==> src/rtl/delay_stage.sv <==
// One DW-wide pipeline register with enable and asynchronous clear.
// Latency: 1 enabled clock edge from d to q.
// Backpressure: en=0 holds q. There is no ready signal.
module delay_stage #(
    parameter int DW = 8
) (
    input  logic          clk,
    input  logic          rst_n,
    input  logic          en,
    input  logic [DW-1:0] d,
    output logic [DW-1:0] q
);

    always_ff @(posedge clk or negedge rst_n) begin
        if (!rst_n) begin
            q <= '0;
        end else if (en) begin
            q <= d;
        end
    end

endmodule

==> src/rtl/delay_chain.sv <==
// Fixed-latency delay line of LEN registers. LEN=0 degenerates to a wire.
// Latency: LEN enabled clock edges. Disabled edges do not count toward the latency.
// Backpressure: en=0 freezes every stage at once, with no bubbles and no partial shift.
module delay_chain #(
    parameter int DW  = 8,
    parameter int LEN = 5
) (
    input  logic          clk,
    input  logic          rst_n,
    input  logic          en,
    input  logic [DW-1:0] in,
    output logic [DW-1:0] out
);

    generate
        if (LEN == 0) begin : g_wire
            // Clock, reset and enable are intentionally unused on the wire path.
            logic unused_ctrl;
            assign unused_ctrl = ^{clk, rst_n, en};
            assign out = in;
        end else begin : g_chain
            logic [DW-1:0] stage_q [LEN];

            for (genvar i = 0; i < LEN; i++) begin : g_stage
                logic [DW-1:0] stage_d;
                if (i == 0) begin : g_head
                    assign stage_d = in;
                end else begin : g_link
                    assign stage_d = stage_q[i-1];
                end

                delay_stage #(.DW(DW)) u_stage (
                    .clk   (clk),
                    .rst_n (rst_n),
                    .en    (en),
                    .d     (stage_d),
                    .q     (stage_q[i])
                );
            end

            assign out = stage_q[LEN-1];
        end
    endgenerate

endmodule

==> config.mk <==
export PLATFORM = sky130hd
export DESIGN_NAME = delay_chain
export DESIGN_NICKNAME = d
export VERILOG_FILES = /design/src/rtl/delay_stage.sv /design/src/rtl/delay_chain.sv
export SDC_FILE = /design/constraint.sdc
export NUM_CORES = 1
export LEC_CHECK = 0
export ABC_AREA = 1
export ABC_CLOCK_PERIOD_IN_PS = 800
export CAP_MARGIN = 0
export CORE_MARGIN = 4
export CORE_UTILIZATION = 30
export CTS_CLUSTER_SIZE = 28
export DETAILED_ROUTE_END_ITERATION = 8
export GPL_TIMING_DRIVEN = 0
export HOLD_SLACK_MARGIN = 0.03
export PLACE_DENSITY = 0.45
export SLEW_MARGIN = 20
export SYNTH_ARGS = -nofsm -noshare
export SYNTH_HDL_FRONTEND = slang
export SYNTH_HIERARCHICAL = 1
export SYNTH_SLANG_ARGS = --single-unit
==> constraint.sdc <==
create_clock -name clk -period 0.8 [get_ports clk]
set_input_delay 0.16 -clock clk [delete_from_list [all_inputs] [get_ports clk]]
set_output_delay 0.16 -clock clk [all_outputs]
set_load 0.05 [all_outputs]
==> metrics.md <==
| Metric | Value |
|---|---|
| Fin worst setup slack | `-0.212 ns` |
| Worst hold margin | `-0.231 ns` |
| Post-Synthesis Cells | `170` |
| Footprint of the multi-input gates | `450 µm²` |
| Final-report setup violation count | `8` |
| Req. time, crit path | `0.64 ns` |
| Row count | `25` |
| Largest Register | `g_chain.g_stage.u_stage/q` |
| Area share of the largest cell type after synthesis | `65.6%` |
| Post-synthesis register bit count | `40` |
| Count of boundary I/O pins | `19` |
| CP max stage delay | `0.41 ns` |
| Total power per unit cell area | `2460 mW/mm²` |
| DRC | `0` |
| Yosys warnings | `6` |
| Most area-consuming cells after synthesis | `dfrtp_1, nand2_1, buf_6, inv_2` |
| RSZ-0062 raised after global routing | `true` |
| Final Non-Filler Cells | `263` |
| Global-route wire length before repair | `4410 µm` |
| Half-perimeter wire length after placement | `1820 µm` |
| Internal Pwr Total | `0.00349 W` |
| Global route total overflow | `0` |
| Number of CTS-inserted buffers | `5` |
| Biggest regs | `g_chain.g_stage.u_stage/q x40` |
| Core Footprint | `0.00482 mm²` |
| Initial DRC Count | `26` |
| Layout Skew | `0.0101 ns` |
| Slowest library cell on the worst path | `dfrtp_2` |
| Area of the die | `0.00629 mm²` |
| Buf+Inv Stages, Crit Path | `1` |
| Nets | `206` |
| Max reg flops | `40` |
| Reg power frac | `51.0%` |
| Clock Latency Late Sink | `0.29 ns` |
| Leakage | `1.04 nW` |
| H-tree depth | `2` |
| Clk pwr share | `33.4%` |
| Post-Route Utilization | `39.9%` |
| # clock sinks | `40` |
| Sw Share | `26.2%` |
| Worst slew margin | `76.7%` |
| Setup bufs post-CTS | `0` |
| Routed wire length | `2490 µm` |
| Mapped Area | `0.00153 mm²` |
| Ys async rst share | `100%` |
| FMAX | `988 MHz` |
| Vias | `1007` |
| IO Port Bufs | `17` |
| Clk slew on worst S/H paths | `0.08 ns` |
| Die H | `79.3 µm` |
| CP Capture Type | `output port` |
| Initial core utilization | `31.7%` |
| Failing checks | `negative hold slack, negative setup slack` |
| Worst-margin pin slew | `0.349 ns` |
| Syn Area/Cell | `8.98 µm²` |
| RD Place Congestion | `0.643` |
| Critical Path Fanout Max | `2` |
| Layout cells sized above 1 | `17.9%` |
| Critical path cell sequence | `buf_6` |
| Area Overhead vs Synth | `26.0%` |
| Overall Global Routing Usage | `9.08%` |
| Placed cells | `255` |
| HP Class | `in -> async` |
| Worst Setup Start Kind | `flop` |
| Wire length per cell | `9.45 µm` |
| Clock period minus final worst setup slack | `1.01 ns` |
| Status | `finished with violations` |
| Cell variety after synth | `4` |
| Mapped Nets | `181` |
| ANT nets after route | `0` |
| Die Wd | `79.3 µm` |
| CTS tree | `done` |
| Largest net degree at the start of global routing | `28` |
| Pre-antenna DRT Iters | `3` |
| Top delay family on crit path | `flip-flops` |
| Vias in the first global route | `1038` |
| Ys flop type | `dfrtp_1` |
| Comb pwr share | `15.6%` |
| Max rail drop VDD | `0.00106 V` |
| Register area share after synthesis | `65.6%` |
| DR vias/cell | `3.83` |
| Period Utilization, post-route | `127%` |
| Critical path class | `reg -> out` |
| Number of synthesized flops with an enable pin | `0` |
| Sw Pwr | `0.00124 W` |
| Sum of negative setup slack | `-1.68 ns` |
| Sequential cell area | `0.00101 mm²` |
| Max-Cap Viols | `0` |
| Fillers | `539` |
| Worst reg2reg path startpoint | `g_chain.g_stage[4].u_stage/q[2]` |
| Worst Setup SP | `g_chain.g_stage[4].u_stage/q[0]` |
| Deepest clock path buffer count | `2` |
| CTS root buffer | `clkbuf_8` |
| Arr. time, crit path | `0.85 ns` |
| Most frequent cell after synthesis | `nand2_1` |
| Synth area leader | `dfrtp_1` |
| Post-place setup slack | `-0.496 ns` |
| Final Hold Fails | `13` |
| Initial antenna violation count | `0` |
| Commonest cells in the netlist | `nand2_1, dfrtp_1, buf_6, inv_2` |
| Fin. max-slew vios | `0` |
| ANT cells | `0` |
==> power groups by stage <==
stage / logic, W / clock network, W / registers (W)
2_1_floorplan: 0.000272 / 0 / 0.00262
3_3_place_gp: 0.000719 / 0 / 0.00243
3_5_place_dp: 0.000740 / 0 / 0.00244
4_1_cts: 0.000757 / 0.00164 / 0.00242
5_1_grt: 0.000822 / 0.00173 / 0.00244
6_report: 0.000737 / 0.00158 / 0.00241
==> final cells by class <==
type	count	area share, %
Clock inverter	2	1.82
Sequential cell	40	52.6
Clock buffer	6	3.77
Timing Repair Buffer	18	10.1
Buffer	5	2.93
Multi-Input combinational cell	120	23.4
Tap cell	67	4.36
Inverter	5	0.976
==> worst reg2reg max path: stages, from the launching register on <==
cell	delay, ns
dfrtp_2	0.41
nand2_1	0.07
nand2_1	0.04
==> stage by stage <==
step / hold WS [ns] / instance area [µm²] / power [W]
3_3_place_gp: 0.401 / 1790 / 0.00315
6_report: -0.231 / 1920 / 0.00473
5_1_grt: -0.209 / 1920 / 0.00499
4_1_cts: -0.232 / 1920 / 0.00482
2_1_floorplan: -0.136 / 1540 / 0.00290
3_5_place_dp: 0.0871 / 1810 / 0.00318
==> metal layers <==
metal  global-route usage, %  share of wire (%)
met5                       0                  0
met4                    3.61               0.48
met3                    3.97                6.4
met2                    16.2                 49
met1                    9.29                 44
==> worst paths after layout <==
kind,end,slack (ns),depth (start not counted)
worst max-delay path,out[0],-0.21,1
worst min-delay path,g_chain.g_stage[4].u_stage/q[1],-0.23,1
worst max register to register,g_chain.g_stage[4].u_stage/q[2],0.18,2
worst min register to register,g_chain.g_stage[2].u_stage/q[6],0.47,2
max in group asynchronous,g_chain.g_stage[4].u_stage/q[3],0.57,2
min in group clk,g_chain.g_stage[3].u_stage/q[4],0.11,3
==> what timing repair did <==
action / CTS / global route
setup endpoints to repair: 8 / 8
gates resized for setup: 56 / 0
hold endpoints to repair: 13 / 13
==> layout by cell type (no fill, tap or decap) <==
cell and count:
bufinv_16 1, clkbuf_8 5, clkdlybuf4s50_1 8, nand2_1 120, clkinv_2 1, buf_2 1
dfrtp_1 32, buf_6 13, buf_12 1, inv_2 5, dfrtp_2 8, clkbuf_1 1
==> cell families after synthesis <==
group / share of synthesized area [%]
buffers and inverters: 4.92
and+or+nand+nor: 29.5
DFF: 65.6
Note: power is estimated with default switching activity, not from simulation.
